[src/rtl/vector_alu_seq_pkg.sv]
// Shared types for the single-lane vector ALU: opcode and control-state encodings.
package vector_alu_pkg;

  localparam int op_width_gp = 3;

  typedef enum logic [op_width_gp-1:0] {
    eAdd = 3'd0,
    eSub = 3'd1,
    eMul = 3'd2,
    eMin = 3'd3,
    eMax = 3'd4,
    eAnd = 3'd5,
    eOr  = 3'd6,
    eXor = 3'd7
  } eOp;

  // eOp already owns the name eMul, so the multiply control state is eMulRun.
  typedef enum logic {
    eIdle   = 1'b0,
    eMulRun = 1'b1
  } eState;

endpackage

[src/rtl/vector_alu_seq_if.sv]
// Issue (valid/ready) and result (valid/yumi) bundle between a register-file read stage and one ALU lane.
interface vector_alu_seq_if
  import vector_alu_pkg::*;
#(
  parameter int vdw_p = 32
) ();

  logic             v_i;
  logic             ready_o;
  logic [vdw_p-1:0] a_i;
  logic [vdw_p-1:0] b_i;
  eOp               op_i;
  logic             sat_i;
  logic             v_o;
  logic             yumi_i;
  logic [vdw_p-1:0] result_o;
  logic             flag_overflow_o;
  logic             flag_zero_o;
  logic             flag_negative_o;

  modport master (
    output v_i, a_i, b_i, op_i, sat_i, yumi_i,
    input  ready_o, v_o, result_o, flag_overflow_o, flag_zero_o, flag_negative_o
  );

  modport slave (
    input  v_i, a_i, b_i, op_i, sat_i, yumi_i,
    output ready_o, v_o, result_o, flag_overflow_o, flag_zero_o, flag_negative_o
  );

endinterface

[src/rtl/vector_alu_seq_mul_iter.sv]
// Sequential unsigned shift-add multiplier: one multiplier bit per cycle through a single adder.
module vector_alu_mul_iter
  import vector_alu_pkg::*;
#(
  parameter  int vdw_p        = 32,
  localparam int cnt_width_lp = $clog2(vdw_p)
) (
  input  logic               clk_i,
  input  logic               reset_n_i,
  input  logic               start_i,
  input  logic               step_i,
  input  logic [vdw_p-1:0]   a_i,
  input  logic [vdw_p-1:0]   b_i,
  output logic               done_o,
  output logic [2*vdw_p-1:0] product_o
);

  localparam logic [cnt_width_lp-1:0] last_cnt_lp = cnt_width_lp'(vdw_p - 1);

  logic [2*vdw_p-1:0]  mcand_q;
  logic [vdw_p-1:0]    mplier_q;
  logic [2*vdw_p-1:0]  acc_q, acc_d;
  logic [cnt_width_lp-1:0] cnt_q;

  // The multiplicand is pre-shifted each step, so the only wide adder is acc + partial.
  assign acc_d     = acc_q + (mplier_q[0] ? mcand_q : '0);
  assign done_o    = step_i && (cnt_q == last_cnt_lp);
  assign product_o = acc_d;

  // NOTE: accumulator and counter are plain flops, not a memory, so they take the async
  // reset; an aborted multiply therefore leaves nothing behind for the next start.
  always_ff @(posedge clk_i or negedge reset_n_i) begin
    // NOTE: sequential state uses <= so every flop samples pre-edge values regardless of order.
    if (!reset_n_i) begin
      mcand_q  <= '0;
      mplier_q <= '0;
      acc_q    <= '0;
      cnt_q    <= '0;
    end else if (start_i) begin
      mcand_q  <= {{vdw_p{1'b0}}, a_i};
      mplier_q <= b_i;
      acc_q    <= '0;
      cnt_q    <= '0;
    end else if (step_i) begin
      mcand_q  <= mcand_q << 1;
      mplier_q <= mplier_q >> 1;
      acc_q    <= acc_d;
      cnt_q    <= cnt_q + 1'b1;
    end
  end

endmodule

[src/rtl/vector_alu_seq.sv]
// One vector ALU lane: single-cycle add/sub/min/max/logic, iterative multiply, registered result with yumi hold.
module vector_alu_seq
  import vector_alu_pkg::*;
#(
  parameter int vdw_p = 32
) (
  input  logic             clk_i,
  input  logic             reset_n_i,
  vector_alu_seq_if.slave  alu_io
);

  eState            state_q, state_d;
  logic             v_q, v_d;
  logic [vdw_p-1:0] result_q, result_d;
  logic             ovf_q, ovf_d;
  logic             zero_q, neg_q;
  logic             sat_q;
  logic             load;
  logic             ready, accept;

  logic               mul_start, mul_step, mul_done;
  logic [2*vdw_p-1:0] product;
  logic [vdw_p-1:0]   mul_hi, mul_lo;
  logic               mul_ovf;

  logic [vdw_p:0]   sum_w, diff_w;
  logic             b_lt_a, b_gt_a;
  logic [vdw_p-1:0] alu_res;
  logic             alu_ovf;

  vector_alu_mul_iter #(.vdw_p(vdw_p)) u_mul (
    .clk_i     (clk_i),
    .reset_n_i (reset_n_i),
    .start_i   (mul_start),
    .step_i    (mul_step),
    .a_i       (alu_io.a_i),
    .b_i       (alu_io.b_i),
    .done_o    (mul_done),
    .product_o (product)
  );

  assign mul_hi  = product[2*vdw_p-1:vdw_p];
  assign mul_lo  = product[vdw_p-1:0];
  assign mul_ovf = |mul_hi;

  // NOTE: every always_comb output gets a default first, so no path can infer a latch.
  always_comb begin
    sum_w   = {1'b0, alu_io.a_i} + {1'b0, alu_io.b_i};
    diff_w  = {1'b0, alu_io.a_i} + {1'b0, ~alu_io.b_i} + {{vdw_p{1'b0}}, 1'b1};
    b_lt_a  = $signed(alu_io.b_i) < $signed(alu_io.a_i);
    b_gt_a  = $signed(alu_io.b_i) > $signed(alu_io.a_i);
    alu_res = '0;
    alu_ovf = 1'b0;
    case (alu_io.op_i)
      eAdd: begin
        alu_ovf = sum_w[vdw_p];
        alu_res = (alu_io.sat_i && alu_ovf) ? '1 : sum_w[vdw_p-1:0];
      end
      eSub: begin
        alu_ovf = ~diff_w[vdw_p];
        alu_res = (alu_io.sat_i && alu_ovf) ? '0 : diff_w[vdw_p-1:0];
      end
      // Ties fall through to operand A.
      eMin:    alu_res = b_lt_a ? alu_io.b_i : alu_io.a_i;
      eMax:    alu_res = b_gt_a ? alu_io.b_i : alu_io.a_i;
      eAnd:    alu_res = alu_io.a_i & alu_io.b_i;
      eOr:     alu_res = alu_io.a_i | alu_io.b_i;
      eXor:    alu_res = alu_io.a_i ^ alu_io.b_i;
      default: alu_res = '0;
    endcase
  end

  assign ready  = (state_q == eIdle) && (!v_q || alu_io.yumi_i);
  assign accept = alu_io.v_i && ready;

  always_comb begin
    state_d   = state_q;
    v_d       = v_q;
    load      = 1'b0;
    result_d  = result_q;
    ovf_d     = ovf_q;
    mul_start = 1'b0;
    mul_step  = 1'b0;
    case (state_q)
      eIdle: begin
        if (alu_io.yumi_i) v_d = 1'b0;
        if (accept) begin
          if (alu_io.op_i == eMul) begin
            mul_start = 1'b1;
            state_d   = eMulRun;
          end else begin
            v_d      = 1'b1;
            load     = 1'b1;
            result_d = alu_res;
            ovf_d    = alu_ovf;
          end
        end
      end
      eMulRun: begin
        mul_step = 1'b1;
        if (mul_done) begin
          state_d  = eIdle;
          v_d      = 1'b1;
          load     = 1'b1;
          result_d = (sat_q && mul_ovf) ? '1 : mul_lo;
          ovf_d    = mul_ovf;
        end
      end
      default: state_d = eIdle;
    endcase
  end

  // Zero/negative are captured only on load so they track the held result, not the live datapath.
  always_ff @(posedge clk_i or negedge reset_n_i) begin
    if (!reset_n_i) begin
      state_q  <= eIdle;
      v_q      <= 1'b0;
      result_q <= '0;
      ovf_q    <= 1'b0;
      zero_q   <= 1'b0;
      neg_q    <= 1'b0;
      sat_q    <= 1'b0;
    end else begin
      state_q <= state_d;
      v_q     <= v_d;
      if (mul_start) sat_q <= alu_io.sat_i;
      if (load) begin
        result_q <= result_d;
        ovf_q    <= ovf_d;
        zero_q   <= (result_d == '0);
        neg_q    <= result_d[vdw_p-1];
      end
    end
  end

  assign alu_io.ready_o         = ready;
  assign alu_io.v_o             = v_q;
  assign alu_io.result_o        = result_q;
  assign alu_io.flag_overflow_o = ovf_q;
  assign alu_io.flag_zero_o     = zero_q;
  assign alu_io.flag_negative_o = neg_q;

  a_yumi_needs_valid: assert property (@(posedge clk_i) disable iff (!reset_n_i)
    alu_io.yumi_i |-> v_q);

  a_op_known: assert property (@(posedge clk_i) disable iff (!reset_n_i)
    alu_io.v_i |-> !$isunknown(alu_io.op_i));

endmodule

[src/flat_wrapper.sv]
// flat-port wrapper written by rule: the top's interface ports become plain ports
module vector_alu_seq_flat import vector_alu_pkg::*;
#(
  parameter int vdw_p = 32
)
  (clk_i, reset_n_i, alu_io_v_i, alu_io_a_i, alu_io_b_i, alu_io_op_i, alu_io_sat_i, alu_io_yumi_i, alu_io_ready_o, alu_io_v_o, alu_io_result_o, alu_io_flag_overflow_o, alu_io_flag_zero_o, alu_io_flag_negative_o);
  vector_alu_seq_if #(.vdw_p(vdw_p)) alu_io_i ();
  input  logic clk_i;
  input  logic reset_n_i;
  input wire logic [$bits(alu_io_i.v_i)-1:0] alu_io_v_i;
  input wire logic [$bits(alu_io_i.a_i)-1:0] alu_io_a_i;
  input wire logic [$bits(alu_io_i.b_i)-1:0] alu_io_b_i;
  input wire logic [$bits(alu_io_i.op_i)-1:0] alu_io_op_i;
  input wire logic [$bits(alu_io_i.sat_i)-1:0] alu_io_sat_i;
  input wire logic [$bits(alu_io_i.yumi_i)-1:0] alu_io_yumi_i;
  output wire logic [$bits(alu_io_i.ready_o)-1:0] alu_io_ready_o;
  output wire logic [$bits(alu_io_i.v_o)-1:0] alu_io_v_o;
  output wire logic [$bits(alu_io_i.result_o)-1:0] alu_io_result_o;
  output wire logic [$bits(alu_io_i.flag_overflow_o)-1:0] alu_io_flag_overflow_o;
  output wire logic [$bits(alu_io_i.flag_zero_o)-1:0] alu_io_flag_zero_o;
  output wire logic [$bits(alu_io_i.flag_negative_o)-1:0] alu_io_flag_negative_o;
  assign alu_io_i.v_i = alu_io_v_i;
  assign alu_io_i.a_i = alu_io_a_i;
  assign alu_io_i.b_i = alu_io_b_i;
  assign alu_io_i.op_i = alu_io_op_i;
  assign alu_io_i.sat_i = alu_io_sat_i;
  assign alu_io_i.yumi_i = alu_io_yumi_i;
  assign alu_io_ready_o = alu_io_i.ready_o;
  assign alu_io_v_o = alu_io_i.v_o;
  assign alu_io_result_o = alu_io_i.result_o;
  assign alu_io_flag_overflow_o = alu_io_i.flag_overflow_o;
  assign alu_io_flag_zero_o = alu_io_i.flag_zero_o;
  assign alu_io_flag_negative_o = alu_io_i.flag_negative_o;
  vector_alu_seq #(.vdw_p(vdw_p)) u_core (.clk_i(clk_i), .reset_n_i(reset_n_i), .alu_io(alu_io_i));
endmodule
[config.mk]
export PLATFORM = sky130hd
export DESIGN_NAME = vector_alu_seq_flat
export DESIGN_NICKNAME = d
export VERILOG_FILES = /design/src/rtl/vector_alu_seq_pkg.sv /design/src/rtl/vector_alu_seq_if.sv /design/src/rtl/vector_alu_seq_mul_iter.sv /design/src/rtl/vector_alu_seq.sv /design/src/flat_wrapper.sv
export SDC_FILE = /design/constraint.sdc
export NUM_CORES = 1
export LEC_CHECK = 0
export BUFFER_PORTS_ARGS = -buffer_cell sky130_fd_sc_hd__buf_2
export CAP_MARGIN = 0
export CORE_UTILIZATION = 45
export CTS_CLUSTER_SIZE = 8
export DETAILED_ROUTE_END_ITERATION = 10
export SLEW_MARGIN = 20
export SYNTH_ARGS = -nofsm -noshare
export SYNTH_HDL_FRONTEND = slang
export SYNTH_SLANG_ARGS = --single-unit
[constraint.sdc]
create_clock -name clk_i -period 4.95 [get_ports clk_i]
set_clock_uncertainty 0.05 [all_clocks]
set_input_delay 1.2375 -clock clk_i [delete_from_list [all_inputs] [get_ports clk_i]]
set_output_delay 1.2375 -clock clk_i [all_outputs]
set_load 0.05 [all_outputs]
-- Yosys cells after proc, flatten, opt, wreduce, memory -nomap -nowiden
Index checks and enable logic that the tools add are counted.
- register bits: 203
- input bits: 72
- output and inout bits: 37
- logic and storage cells: 87
- add/subtract/negate cells: 5
- magnitude comparators: 2
- equality and inequality tests: 11
- muxes and demuxes: 39
- bitwise gates (word level): 6
- reductions and logical operators: 13
- operator list (cell ; number):
    two-way mux 32 bit ; 10
    two-way mux 64 bit ; 5
    case mux 32 bit (7 select lines) ; 1
    adder 32 x 32 -> 33 bit ; 2
    adder 64 bit ; 1
    case mux 32 bit (2 select lines) ; 1
    adder 33 x 1 -> 33 bit (second input constant) ; 1
    bitwise AND 32 bit ; 1
    greater-than comparator 32 bit ; 1
    zero test 32 bit ; 1
    < comparator 32 bit ; 1
    NOT 32 bit ; 1
    bitwise OR 32 bit ; 1
    OR reduction 32 bit ; 1
    XOR 32 bit ; 1
    two-way mux 1 bit ; 15
    == test 3 bit (second input constant) ; 4
    two-way mux 5 bit ; 2
    case mux 1 bit (2 select lines) ; 5
    == test 3 x 2 -> 1 bit (second input constant) ; 2
    logical AND 1 bit ; 6
    adder 5 x 1 -> 5 bit (second input constant) ; 1
    == test 5 bit (second input constant) ; 1
    != test 2 bit (second input constant) ; 2
    8 further kinds ; 9

-- Depth between registers and ports, before layout
- word-level depth: 11
- gate-level depth with buffers: 21
- mapped depth without buffers: 18

-- Cells and area by module
Synthesis repeated with hierarchy kept, for this count alone.
- cells, all modules: 2668
- area total of the unflattened synthesis: 21107.7 µm²
- modules (own cells, without submodules) (module ; times used ; cells each ; area each (µm²) ; seq. area each (µm²)):
    vector_alu_mul_iter ; 1 ; 1312 ; 11486.0 ; 4129.0
    vector_alu_seq ; 1 ; 1356 ; 9621.7 ; 925.9

-- Worst setup path after synthesis
OpenSTA, ideal clock, no wires.
- kind: input to register
- start point: input alu_io_a_i[0]
- end point: register u_core.zero_q, in the netlist u_core.alu_io.flag_zero_o
- setup time: 0.076 ns
- arrival time: 5.405 ns
- required time: 4.824 ns
- path slack: -0.581 ns
- stages: 18
- buffers on the path: 0
- cells stage by stage: inv_1 -> ha_1 -> inv_1 -> fa_1 -> nor2b_1 -> o311a_1 -> or4b_1 -> a211oi_1 -> o21ai_1 -> a311oi_1 -> xnor2_1 -> a221oi_1 -> a211oi_1 -> or4b_1 -> or4_1 -> nor4b_1 -> nand4_1 -> o21ai_1
- word-level cells in the longest chain between the ends: 10
- elaborated cells between the ends (all ways): 20
- those cells by class: add/sub: 3; order compare: 2; mux: 8; bitwise: 4; reduce/logical: 3
- RTL lines (element ; line ; source):
    start, declared ; flat_wrapper.sv:11 ; input wire logic [$bits(alu_io_i.a_i)-1:0] alu_io_a_i;
    adder 32 x 32 -> 33 bit ; vector_alu_seq.sv:49 ; diff_w = {1'b0, alu_io.a_i} + {1'b0, ~alu_io.b_i} + {{vdw_p{1'b0}}, 1'b1};
    adder 33 x 1 -> 33 bit ; vector_alu_seq.sv:49 ;
    NOT 1 bit ; vector_alu_seq.sv:60 ; alu_ovf = ~diff_w[vdw_p];
    logical AND 1 bit ; vector_alu_seq.sv:61 ; alu_res = (alu_io.sat_i && alu_ovf) ? '0 : diff_w[vdw_p-1:0];
    two-way mux 32 bit ; vector_alu_seq.sv:61 ;
    case mux 32 bit (7 select lines) (*) ; vector_alu_seq.sv:54 ; case (alu_io.op_i)
    two-way mux 32 bit (*) ; vector_alu_seq.sv:88 ; if (alu_io.op_i == eMul) begin
    two-way mux 32 bit (*) ; vector_alu_seq.sv:87 ; if (accept) begin
    case mux 32 bit (2 select lines) (*) ; vector_alu_seq.sv:84 ; case (state_q)
    zero test 32 bit (*) ; vector_alu_seq.sv:130 ; zero_q <= (result_d == '0);
    end signal, assigned ; vector_alu_seq.sv:130 ;
    end, declared ; vector_alu_seq.sv:16 ; logic zero_q, neg_q;
Every way passes the cells marked *; elsewhere a longest branch is shown, timed or not.
A chain may end at the register's enable or synchronous reset.

-- Worst setup path in the final report
- start point: register u_core.u_mul.mplier_q[0]
- end point: register u_core.zero_q, in the netlist u_core.alu_io.flag_zero_o
- word-level cells in the longest chain between the ends: 8
- RTL lines (element ; line ; source):
    start, declared ; vector_alu_seq_mul_iter.sv:21 ; logic [vdw_p-1:0] mplier_q;
    start signal, assigned ; vector_alu_seq_mul_iter.sv:41 ; mplier_q <= b_i;
    start signal, assigned ; vector_alu_seq_mul_iter.sv:46 ; mplier_q <= mplier_q >> 1;
    two-way mux 64 bit (*) ; vector_alu_seq_mul_iter.sv:26 ; assign acc_d = acc_q + (mplier_q[0] ? mcand_q : '0);
    adder 64 bit (*) ; vector_alu_seq_mul_iter.sv:26 ;
    OR reduction 32 bit ; vector_alu_seq.sv:44 ; assign mul_ovf = |mul_hi;
    logical AND 1 bit ; vector_alu_seq.sv:105 ; result_d = (sat_q && mul_ovf) ? '1 : mul_lo;
    two-way mux 32 bit (*) ; vector_alu_seq.sv:105 ;
    two-way mux 32 bit (*) ; vector_alu_seq.sv:101 ; if (mul_done) begin
    case mux 32 bit (2 select lines) (*) ; vector_alu_seq.sv:84 ;
    zero test 32 bit (*) ; vector_alu_seq.sv:130 ;
Marks and branches as above.

==> results.json <==
{
  "run_status": "finished with violations",
  "failed_checks": "negative setup slack",
  "worstPathRequired_ns": 5.41,
  "syn-instance-count": 2676,
  "power.net_switching_mw": 5.54,
  "vias": 24400,
  "post_synth_xor_area_fraction": 0.0479,
  "synth_seq_area_share": 0.249,
  "fmax_mhz": 182,
  "drt_pre_antenna_iters": 6,
  "cts_tree": "yes",
  "detailedPlacementHpwl_um": 71200,
  "synth_enable_flop_cells": 0,
  "drt-initial-drc-count": 2868,
  "critPathLaunchType": "flop",
  "clk_pin_slew_ns": 0.05,
  "postSynth.asyncResetShare": 1.00,
  "holdWs_ns": 0.427,
  "die_height_um": 214,
  "detail-route-antenna-nets": 0,
  "grt_use_met1": 0.538,
  "rsz0062_at_grt": "yes",
  "vdd_drop_max_uv": 368,
  "layout.nets": 3762,
  "synth_compound_area_frac": 0.265,
  "timing.final.max_slew_violations": 0,
  "grtUsageMet2": 0.612,
  "initial_core_utilization": 0.457,
  "route.detailed.drc": 0,
  "period_minus_slack_ns": 5.48,
  "fillers": 3823,
  "power_mw": 12.1,
  "synth.net_count": 2944,
  "comb_power_share": 0.602,
  "p_per_area_mw_per_mm2": 412,
  "drt-total-wl_um": 92500,
  "number_of_distinct_library_cells_after_synthesis": 88,
  "cts.root.buffer_cell": "clkbuf_16",
  "synth.avg_cell_area_sq_um": 7.59,
  "via_per_inst": 5.96,
  "placeableCoreArea_sq_mm": 0.0444,
  "internal_power_mw": 6.53,
  "synth-main-ff-cell": "dfrtp_1",
  "synthSimpleGateAreaFrac": 0.211,
  "timing.hold.worst.class": "reg2reg",
  "tightestPinTransition_ns": 0.829,
  "final_critical_path_setup_slack_ns": -0.530,
  "mappedNetlistArea_sq_mm": 0.0203,
  "portBuffers": 108,
  "num_rows": 77,
  "numCtsBuffers": 30,
  "clock_tree.htree_level_count": 1,
  "period_share": 1.11,
  "gr-usage-all-layers": 0.393,
  "wire_per_inst_um": 22.6,
  "clkLatencyLatePin_ns": 0.58,
  "ys_warn_count": 0,
  "io-pin-count": 109,
  "placer_congestion_estimate": 1.02,
  "clock_power_share": 0.159,
  "post_route_cells_drive_above_1_share": 0.335,
  "totalNegativeSetupSlack_ns": -5.22,
  "power.switching_fraction": 0.459,
  "multiplexer_area_fraction_after_synthesis": 0.0488,
  "cts-hold-fix-buffers": 0,
  "leakage_nw": 14.2,
  "die-width_um": 214,
  "timing.slew.headroom": 0.448,
  "antenna_found_initial": 0,
  "post_synthesis_adder_cell_area_fraction": 0.122,
  "synth_seq_cells": 202,
  "grt_start_max_net_pins": 118,
  "grt_overflow": 0,
  "synth_top_family_by_area": "compound AO/OA/AOI/OAI gates",
  "setup_viol": 28,
  "clockBufferDepth": 3,
  "critPathKind": "reg2reg",
  "most_used_layer_global_route": "met2",
  "power.sequential.fraction": 0.239,
  "die_area_sq_mm": 0.0460,
  "grt_util_met3": 0.0692,
  "cap_viol_max_count": 0,
  "critPathArrivalTime_ns": 5.94,
  "cts.sinks": 202,
  "grt_first_pass_wirelength_um": 142000,
  "timing.final.hold_violations": 0,
  "critical_path_peak_fanout": 8,
  "via_count_of_the_first_global_routing_pass": 24200,
  "area_delta_synth_final_pct": 44.2,
  "endpoint_kind": "flop"
}
worst max-delay path, stage by stage (launching register included):
cell       delay (ns)
dfrtp_2          0.44
buf_12           0.16
buf_12           0.14
and2_1           0.14
ha_1             0.29
buf_4            0.17
nand4_1          0.20
or3_1            0.19
o2111ai_2        0.12
o41a_4           0.56
a31oi_4          0.17
xor2_2           0.24
nand4_1          0.12
or4_1            0.51
or4_4            0.59
o31a_4           0.36
buf_6            0.14
buf_6            0.12
o2bb2ai_4        0.14
nor4_2           0.28
nand4_1          0.11
o21ai_1          0.15
metrics by stage:
| stage | std cells | area (sq um) | setup slack (ns) | util |
|---|---|---|---|---|
| global placement | 4016 | 27200 | -1.16 | 0.613 |
| finish | 4096 | 29300 | -0.530 | 0.660 |
| global route | 4095 | 29300 | -0.649 | 0.660 |
| CTS | 4083 | 28800 | -0.491 | 0.649 |
| floorplan | 2676 | 20300 | -0.468 | - |
| detailed placement | 4016 | 27200 | -1.09 | 0.613 |
path summary, 6_finish.rpt:
path | endpoint | startpoint | slack (ns) | depth (start not counted)
worst max-delay path | u_core.alu_io.flag_zero_o$_DFFE_PN0P_ | u_core.u_mul.mplier_q[0]$_DFFE_PN0P_ | -0.53 | 21
worst min-delay path | u_core.u_mul.mplier_q[30]$_DFFE_PN0P_ | u_core.u_mul.mplier_q[30]$_DFFE_PN0P_ | 0.43 | 2
worst max register to register | u_core.alu_io.flag_zero_o$_DFFE_PN0P_ | u_core.u_mul.mplier_q[0]$_DFFE_PN0P_ | -0.53 | 21
worst min register to register | u_core.u_mul.mplier_q[30]$_DFFE_PN0P_ | u_core.u_mul.mplier_q[30]$_DFFE_PN0P_ | 0.43 | 2
max in group asynchronous | u_core.u_mul.acc_q[53]$_DFFE_PN0P_ | reset_n_i | 3.25 | 2
min in group asynchronous | u_core.u_mul.mplier_q[22]$_DFFE_PN0P_ | reset_n_i | 0.53 | 1
cell type report:
cell class | instances | area [sq um] | share of cell area
Multi-Input combinational cell | 2177 | 15000 | 0.511
Antenna cell | 1 | 2.50 | 0.0000854
Inverter | 125 | 469 | 0.0160
Sequential cell | 202 | 5060 | 0.173
Timing Repair Buffer | 958 | 7200 | 0.246
Tap cell | 592 | 741 | 0.0253
Clock buffer | 40 | 840 | 0.0287
Clock inverter | 1 | 5.00 | 0.000171
Yosys cell counts (all sizes together), types with 7 or more instances:
master	instances	share of area
mux2	33	0.018
and2	67	0.021
inv	124	0.023
nand2b	18	0.0055
o21bai	17	0.0063
ha	193	0.12
a211o	7	0.0030
a31oi	26	0.0087
o221ai	32	0.014
xor2	29	0.013
nor2b	24	0.0074
buf	31	0.0073
o22ai	19	0.0062
nand2	388	0.072
clkbuf	141	0.026
a22o	10	0.0043
nand3	32	0.0079
o31ai	19	0.0070
o211ai	24	0.0089
o21a	24	0.0089
or3	18	0.0055
nor2	233	0.043
o21ai	209	0.052
mux2i	62	0.031
or2	13	0.0040
a21o	27	0.010
a211oi	31	0.012
a221oi	15	0.0065
nand4	42	0.013
dfrtp	202	0.25
xnor2	82	0.035
and3	10	0.0031
or4	8	0.0031
o31a	7	0.0030
a21oi	238	0.059
a22oi	72	0.027
nor3	43	0.011
nor4	15	0.0046
state kept, by name, summed over array words and instances, names as in the netlist:
signal / cells
u_core.alu_io.result_o: 31
u_core.alu_io.flag_negative_o: 1
u_core.state_q: 1
u_core.u_mul.cnt_q: 5
u_core.u_mul.acc_q: 64
u_core.u_mul.mcand_q: 64
u_core.alu_io.flag_overflow_o: 1
u_core.alu_io.flag_zero_o: 1
u_core.u_mul.mplier_q: 32
u_core.alu_io.v_o: 1
u_core.sat_q: 1
power groups by stage:
| stage | clock, mW | sequential [mW] | combinational, mW |
|---|---|---|---|
| floorplan | 0 | 3.10 | 3.18 |
| global placement | 0 | 2.81 | 6.51 |
| detailed placement | 0 | 2.83 | 6.62 |
| CTS | 1.94 | 2.84 | 6.94 |
| global route | 2.00 | 2.93 | 7.73 |
| finish | 1.92 | 2.88 | 7.26 |
logic make-up (layout without fill, tap and decap cells):
logic type	after synthesis	count (layout)
buf+inv	297	1124
compound gates	839	839
other cells	0	1
fa+ha+maj	196	196
xor+xnor	111	111
simple gates	936	936
mux	95	95
flops	202	202
timing repair:
action | in CTS | in global routing
resized for setup | 110 | 75
cloned | 4 | 1
pin swaps | 15 | 27
endpoints found under the setup margin | 34 | 33
buffers inserted | 24 | 15
metal layers:
| layer | up-vias | share of wire |
|---|---|---|
| met3 | 220 | 0.088 |
| li1 | 11200 | - |
| met4 | 0 | 0.045 |
| met1 | 11800 | 0.43 |
| met5 | - | 0 |
| met2 | 1200 | 0.44 |
layout by cell type, fill, tap and decap left out, types with 61 or more instances in the layout:
| master | n |
|---|---|
| mux2i_1 | 62 |
| and2_1 | 61 |
| o21ai_0 | 175 |
| inv_1 | 124 |
| nor2_1 | 227 |
| buf_4 | 821 |
| ha_1 | 177 |
| buf_2 | 107 |
| dfrtp_1 | 200 |
| a22oi_1 | 71 |
| nand2_1 | 380 |
| xnor2_1 | 81 |
| a21oi_1 | 217 |
Power figures use the tool's default switching activity.
